File: src/rtl/riscv_pkg.sv
// Shared RV32I pipeline encodings used by the hazard scoreboard and its forwarding comparators.
// The perf-counter option is controlled by the HAZARD_PERF_CNT_EN macro in hazard_scoreboard.
package riscv_pkg;

  localparam logic [1:0] RESULT_SRC_ALU = 2'b00;
  localparam logic [1:0] RESULT_SRC_MEM = 2'b01;
  localparam logic [1:0] RESULT_SRC_PC4 = 2'b10;

  localparam logic [1:0] FWD_RF = 2'b00;
  localparam logic [1:0] FWD_W  = 2'b01;
  localparam logic [1:0] FWD_M  = 2'b10;

  localparam int REG_X0 = 0;

  // Only the data-memory result encoding counts as a load; the spare encoding never stalls.
  function automatic logic is_load(input logic [1:0] result_src);
    return result_src == RESULT_SRC_MEM;
  endfunction

endpackage

File: src/rtl/hazard_scoreboard_fwd_sel.sv
// Priority forwarding comparator for one ALU operand: M beats W, x0 is never forwarded.
module fwd_sel
  import riscv_pkg::*;
#(
  parameter int REG_ADDR_W = 5
) (
  input  logic [REG_ADDR_W-1:0] rs,
  input  logic [REG_ADDR_W-1:0] rd_m,
  input  logic                  reg_write_m,
  input  logic [REG_ADDR_W-1:0] rd_w,
  input  logic                  reg_write_w,
  output logic [1:0]            sel
);

  logic hit_m;
  logic hit_w;

  always_comb begin
    hit_m = reg_write_m && (rd_m != REG_ADDR_W'(REG_X0)) && (rd_m == rs);
    hit_w = reg_write_w && (rd_w != REG_ADDR_W'(REG_X0)) && (rd_w == rs);
    sel   = FWD_RF;
    if (hit_m) begin
      sel = FWD_M;
    end else if (hit_w) begin
      sel = FWD_W;
    end
  end

endmodule

File: src/rtl/hazard_scoreboard.sv
// Hazard/forwarding controller: shadows E/M/W write state and drives forward, stall and flush controls.
// Define HAZARD_PERF_CNT_EN to add the saturating StallCount/FlushCount performance counters.
module hazard_scoreboard
  import riscv_pkg::*;
#(
  parameter int REG_ADDR_W = 5,
  parameter int CNT_W      = 32
) (
  input  logic                  clk,
  input  logic                  reset,
  input  logic [REG_ADDR_W-1:0] Rs1D,
  input  logic [REG_ADDR_W-1:0] Rs2D,
  input  logic [REG_ADDR_W-1:0] RdD,
  input  logic                  RegWriteD,
  input  logic [1:0]            ResultSrcD,
  input  logic                  PCSrcE,
  output logic [1:0]            ForwardAE,
  output logic [1:0]            ForwardBE,
  output logic                  StallF,
  output logic                  StallD,
  output logic                  FlushD,
  output logic                  FlushE
`ifdef HAZARD_PERF_CNT_EN
  ,
  output logic [CNT_W-1:0]      StallCount,
  output logic [CNT_W-1:0]      FlushCount
`endif
);

  if (CNT_W < 1 || REG_ADDR_W < 1) begin : g_bad_param
    $error("hazard_scoreboard: CNT_W and REG_ADDR_W must be at least 1");
  end

  logic [REG_ADDR_W-1:0] rs1_e_q, rs1_e_d;
  logic [REG_ADDR_W-1:0] rs2_e_q, rs2_e_d;
  logic [REG_ADDR_W-1:0] rd_e_q, rd_e_d;
  logic                  reg_write_e_q, reg_write_e_d;
  logic [1:0]            result_src_e_q, result_src_e_d;
  logic [REG_ADDR_W-1:0] rd_m_q, rd_m_d;
  logic                  reg_write_m_q, reg_write_m_d;
  logic [REG_ADDR_W-1:0] rd_w_q, rd_w_d;
  logic                  reg_write_w_q, reg_write_w_d;

  logic lw_stall;
  logic flush_e;

  fwd_sel #(.REG_ADDR_W(REG_ADDR_W)) u_fwd_a (
    .rs          (rs1_e_q),
    .rd_m        (rd_m_q),
    .reg_write_m (reg_write_m_q),
    .rd_w        (rd_w_q),
    .reg_write_w (reg_write_w_q),
    .sel         (ForwardAE)
  );

  fwd_sel #(.REG_ADDR_W(REG_ADDR_W)) u_fwd_b (
    .rs          (rs2_e_q),
    .rd_m        (rd_m_q),
    .reg_write_m (reg_write_m_q),
    .rd_w        (rd_w_q),
    .reg_write_w (reg_write_w_q),
    .sel         (ForwardBE)
  );

  always_comb begin
    lw_stall = is_load(result_src_e_q)
               && (rd_e_q != REG_ADDR_W'(REG_X0))
               && ((rd_e_q == Rs1D) || (rd_e_q == Rs2D));
    flush_e  = lw_stall || PCSrcE;
    StallF   = lw_stall;
    StallD   = lw_stall;
    FlushD   = PCSrcE;
    FlushE   = flush_e;
  end

  // A load-use stall never holds E: the dependent instruction stays in D and E takes a bubble.
  always_comb begin
    rs1_e_d        = '0;
    rs2_e_d        = '0;
    rd_e_d         = '0;
    reg_write_e_d  = 1'b0;
    result_src_e_d = RESULT_SRC_ALU;
    if (!flush_e) begin
      rs1_e_d        = Rs1D;
      rs2_e_d        = Rs2D;
      rd_e_d         = RdD;
      reg_write_e_d  = RegWriteD;
      result_src_e_d = ResultSrcD;
    end
    rd_m_d        = rd_e_q;
    reg_write_m_d = reg_write_e_q;
    rd_w_d        = rd_m_q;
    reg_write_w_d = reg_write_m_q;
  end

  always_ff @(posedge clk) begin
    if (!reset) begin
      rs1_e_q        <= '0;
      rs2_e_q        <= '0;
      rd_e_q         <= '0;
      reg_write_e_q  <= 1'b0;
      result_src_e_q <= RESULT_SRC_ALU;
      rd_m_q         <= '0;
      reg_write_m_q  <= 1'b0;
      rd_w_q         <= '0;
      reg_write_w_q  <= 1'b0;
    end else begin
      rs1_e_q        <= rs1_e_d;
      rs2_e_q        <= rs2_e_d;
      rd_e_q         <= rd_e_d;
      reg_write_e_q  <= reg_write_e_d;
      result_src_e_q <= result_src_e_d;
      rd_m_q         <= rd_m_d;
      reg_write_m_q  <= reg_write_m_d;
      rd_w_q         <= rd_w_d;
      reg_write_w_q  <= reg_write_w_d;
    end
  end

`ifdef HAZARD_PERF_CNT_EN
  logic [CNT_W-1:0] stall_count_q, stall_count_d;
  logic [CNT_W-1:0] flush_count_q, flush_count_d;

  // Both counters stick at all-ones rather than wrapping.
  always_comb begin
    stall_count_d = stall_count_q;
    flush_count_d = flush_count_q;
    if (lw_stall && (stall_count_q != '1)) begin
      stall_count_d = stall_count_q + 1'b1;
    end
    if (PCSrcE && (flush_count_q != '1)) begin
      flush_count_d = flush_count_q + 1'b1;
    end
  end

  always_ff @(posedge clk) begin
    if (!reset) begin
      stall_count_q <= '0;
      flush_count_q <= '0;
    end else begin
      stall_count_q <= stall_count_d;
      flush_count_q <= flush_count_d;
    end
  end

  assign StallCount = stall_count_q;
  assign FlushCount = flush_count_q;
`endif

endmodule

File: config.mk
export PLATFORM = sky130hd
export DESIGN_NAME = hazard_scoreboard
export DESIGN_NICKNAME = d
export VERILOG_FILES = /design/src/rtl/riscv_pkg.sv /design/src/rtl/hazard_scoreboard_fwd_sel.sv /design/src/rtl/hazard_scoreboard.sv
export SDC_FILE = /design/constraint.sdc
export NUM_CORES = 1
export LEC_CHECK = 0
export BUFFER_PORTS_ARGS = -buffer_cell sky130_fd_sc_hd__clkbuf_2
export CORE_MARGIN = 2
export CORE_UTILIZATION = 55
export DETAILED_ROUTE_END_ITERATION = 6
export GPL_ROUTABILITY_DRIVEN = 0
export MAX_ROUTING_LAYER = met4
export PLACE_DENSITY = 0.81
export SYNTH_ARGS = -nofsm -noshare
export SYNTH_HDL_FRONTEND = slang
export SYNTH_SLANG_ARGS = --single-unit
File: constraint.sdc
create_clock -name clk -period 3.31 [get_ports clk]
set_input_delay 0.993 -clock clk [delete_from_list [all_inputs] [get_ports clk]]
set_output_delay 0.993 -clock clk [all_outputs]
set_load 0.005 [all_outputs]
Yosys cells after proc, flatten, opt, wreduce, memory -nomap -nowiden. Cells that the tools add are included.

Flip-flop bits (word level): 30. Output and inout bits: 8. Bits of input ports: 21. Logic and storage cells: 35.

Eq/ne operators: 7. Bitwise logic cells: 1. Reduce and logical (&&, ||, !) cells: 14. Mux-type cells: 4.

Operators with widths (count): 5-bit equality test (6); 5-bit nonzero test (3); 1-bit logical AND (8); 2-bit 2-to-1 mux (2); 2-bit by 1-bit equality test with 1-bit output, second input constant (1); 1-bit logical OR (2); 1-bit 2-to-1 mux (2); 2-bit OR reduction (1); 1-bit NOT (1).

Longest topological paths before layout.
Depth after elaboration: 5. Depth in mapped cells: 6. Gate-level depth less buffers: 4.

Hierarchy. From an unflattened synthesis, not the netlist that was laid out.

Cells, all modules: 150. Area, all modules: 1362.6 um^2.

Modules (own cells, without submodules): hazard_scoreboard (cells each 108, instances 1, area an instance 1044.8 um^2, sequential area each 600.6 um^2); fwd_sel (cells each 21, instances 2, area an instance 158.9 um^2, sequential area each 0.0 um^2).

Worst setup path before layout. Ideal clock, no wire load.

Kind: input to output. Start point: in Rs1D[4]. End point: out StallF. Buffers on the path: 2. Data required time: 2.317 ns. Arrival time: 1.954 ns. Stages on the path: 6. Path slack: 0.363 ns. Cell sequence: xnor2_1 > nand3_1 > o22ai_1 > clkbuf_1 > and2_1 > buf_4.

Word-level cells in the longest chain between the ends: 3.

Ends and longest elaborated chain: start: declaration (line hazard_scoreboard.sv:11) `input logic [REG_ADDR_W-1:0] Rs1D,`; 5-bit equality test (line hazard_scoreboard.sv:68) `&& ((rd_e_q == Rs1D) || (rd_e_q == Rs2D));`; 1-bit logical OR (line hazard_scoreboard.sv:68); 1-bit logical AND (line hazard_scoreboard.sv:68); end: declaration (line hazard_scoreboard.sv:19) `output logic StallF,`.

No other way between the ends.

Final worst setup path.
Start point: in Rs1D[0]. End point: out StallD.

Word-level cells in the longest chain between the ends: 3.

Ends and longest elaborated chain: 5-bit equality test (line hazard_scoreboard.sv:68); 1-bit logical OR (line hazard_scoreboard.sv:68); 1-bit logical AND (line hazard_scoreboard.sv:68); end: declaration (line hazard_scoreboard.sv:20) `output logic StallD,`.

No other way between the ends.

==> summary.txt <==
syn avg cell area - 9.225 um2
crit-path cells - clkbuf_2 -> xnor2_1 -> nand3_1 -> o22ai_1 -> and2_1 -> clkbuf_2
CTS Sinks - 30
first-pass GRT wire length - 4.215 mm
Post-route DRC - 0
synthesized instance count - 142
Startpoint Class - input pin
Max stage delay on crit path - 0.28 ns
worst min-delay path class - flip-flop to flip-flop
sw frac - 24.06%
Crit path required time - 2.32 ns
initial antenna violation count - 0
drt first pass iters - 4
fin crit period - 2.941 ns
Synth Cell Area - 0.001310 mm2
via count - 1015
Util after Layout - 67.73%
worst-path fanout max - 3
Psw - 162.1 uW
IO buf count - 28
crit end category - output pin
Hold-fix buffers, CTS - 0
H-tree depth - 2
# IOs - 29
Initial Util - 58.66%
Clk pwr share - 32.3%
Ys Warns - 0
# Post-CTS Setup Buffers - 0
Worst-path clk slew - 0.09 ns
P_leak - 0.0007109 uW
Worst path slowest cell - o22ai_1
Worst slew margin - 51.71%
Setup TNS - 0 ns
Comb power frac - 10.5%
chip width - 52.81 um
ratio of cells with drive above 1 in the final layout - 24.85%
Worst VDD drop - 351.7 uV
Longest Clk Path Bufs - 2
#FFs+latches synth - 30
Layout area overhead - 15.47%
Max Cap Viol - 0
Final Max Slew Viols - 0
Core Area - 0.002233 mm2
1st-iter DRT viols - 11
die height - 52.81 um
Cell variety after synth - 21
# setup viols final - 0
Routed WL per cell - 13.15 um
Max Fclk - 340.0 MHz
Antenna Nets Post-Route - 0
gr ovfl total - 0
Post-DP HPWL - 1.941 mm
clock skew - 0.003742 ns
Top delay family on crit path - simple AND/OR/NAND/NOR gates
WP data arrival - 1.95 ns
row count - 17
drt total wl - 2.591 mm
final net count - 189
most frequent CP cell - clkbuf_2
sequential-to-total area share from yosys stat - 45.85%
Reg power frac - 57.2%
Power Dens Cells - 445.4 mW/mm2
number of global-route vias before repair - 1048
Post-CTS Resized - 0
CTS buffer count - 5
kind of critical path - input pin to output pin
Final Cycle Share - 88.86%
vias per inst - 5.152
crit path buf inv count - 2
RSZ-0062 raised after global routing - false
final hold violations - 0
P_int - 511.6 uW
global-route usage over all layers - 21.94%
outcome - finished clean
Die Area - 0.002788 mm2
Root Driver - clkbuf_4
CTS tree - done
largest net degree at the start of global routing - 21
Mapped Nets - 163
Antenna diodes - 0
worst slew pin tran - 0.7236 ns
clk_lat worst skew - 0.31 ns
==> power groups by stage <==
stage,clock (uW),combinational [uW],sequential (uW)
finish,218,70.8,385
global route,247,78.8,387
CTS,225,69.9,385
detailed placement,0,69.5,393
global placement,0,66.5,393
floorplan,0,46.4,390
==> through the flow <==
step                      std cells  area, um2  power, uW  hold slack [ns]  setup WS [ns]
after global routing            197       1513      712.9           0.4806         0.1961
after global placement          189       1446      459.3           0.4178         0.4678
after floorplan                 142       1310      436.4           0.4119         0.3625
after CTS                       197       1506      679.9           0.4419         0.1437
after detailed placement        189       1446      463.0           0.4169         0.4241
final                           197       1513      673.8           0.4436         0.3688
==> cells by family (layout without fill, tap and decap cells) <==
group,Yosys count,in the layout,synth area share [%]
simple gates,49,49,20.63
buf+inv,11,38,4.489
flops,30,30,45.85
xor+xnor,30,30,20.06
compound gates,22,22,8.979
==> placed cells by master (no fill, tap or decap), drive strengths merged <==
master / synthesis / routed
a21o: 1 / 1
a21oi: 18 / 18
and2: 13 / 13
buf: 6 / 2
clkbuf: 5 / 35
clkinv: 0 / 1
dfxtp: 30 / 30
nand2: 20 / 20
nand3: 4 / 4
nor2: 1 / 1
nor2b: 1 / 1
nor3b: 1 / 1
nor4: 4 / 4
o21ai: 2 / 2
o22ai: 1 / 1
or4: 5 / 5
xnor2: 16 / 16
xor2: 14 / 14
==> metal layers <==
metal  up-vias  part of all wire [%]  global-route usage (%)
met4         0                  0.66                   6.410
met5         -                     0                       -
met1       453                    39                   21.67
met2        36                    54                   40.83
li1        522                     -                       -
met3         4                   5.9                   6.857
==> worst reg2reg max path: stages (launching register included) <==
cell and delay (ns):
dfxtp_1 0.42, or4_1 0.14, nor2_1 0.06, nor3b_4 0.62
a21oi_1 0.17
==> state kept, by name, summed over array words and instances (netlist names) <==
signal          flops
rd_e_q              5
reg_write_m_q       1
result_src_e_q      2
reg_write_w_q       1
reg_write_e_q       1
rs2_e_q             5
rd_w_q              5
rd_m_q              5
rs1_e_q             5
==> cell usage after synthesis <==
library cell / count / area [um2]
o21ai_1: 1 / 5.000
xor2_1: 14 / 122.6
nor2b_1: 1 / 6.260
o21ai_2: 1 / 8.760
a21oi_1: 18 / 90.09
nor4_1: 2 / 12.51
nor4_2: 2 / 25.02
xnor2_1: 16 / 140.1
a21o_1: 1 / 7.510
o22ai_1: 1 / 6.260
clkbuf_1: 5 / 18.77
nor3b_1: 1 / 7.510
nand3_1: 4 / 20.02
buf_2: 2 / 10.01
and2_2: 1 / 7.510
buf_4: 4 / 30.03
nand2_1: 20 / 75.07
and2_1: 12 / 75.07
dfxtp_1: 30 / 600.6
or4_1: 5 / 37.54
nor2_1: 1 / 3.750
==> path summary, 6_finish.rpt <==
| path | startpoint | endpoint | slack [ns] | cells past startpoint |
|---|---|---|---|---|
| max | Rs1D[0] | StallD | 0.37 | 6 |
| min | reg_write_e_q | reg_write_m_q | 0.44 | 1 |
| max reg2reg | rd_e_q[4] | rs1_e_q[3] | 1.75 | 4 |
| min reg2reg | reg_write_e_q | reg_write_m_q | 0.44 | 1 |
==> final cells by class <==
cell class | instances | area [um2]
Timing Repair Buffer | 30 | 155.1
Tap cell | 28 | 35.03
Clock buffer | 7 | 55.05
Fill cell | 181 | 720.7
Clock inverter | 1 | 5.005
Multi-Input combinational cell | 101 | 661.9
Sequential cell | 30 | 600.6
Note: power is estimated with default switching activity, not from simulation.
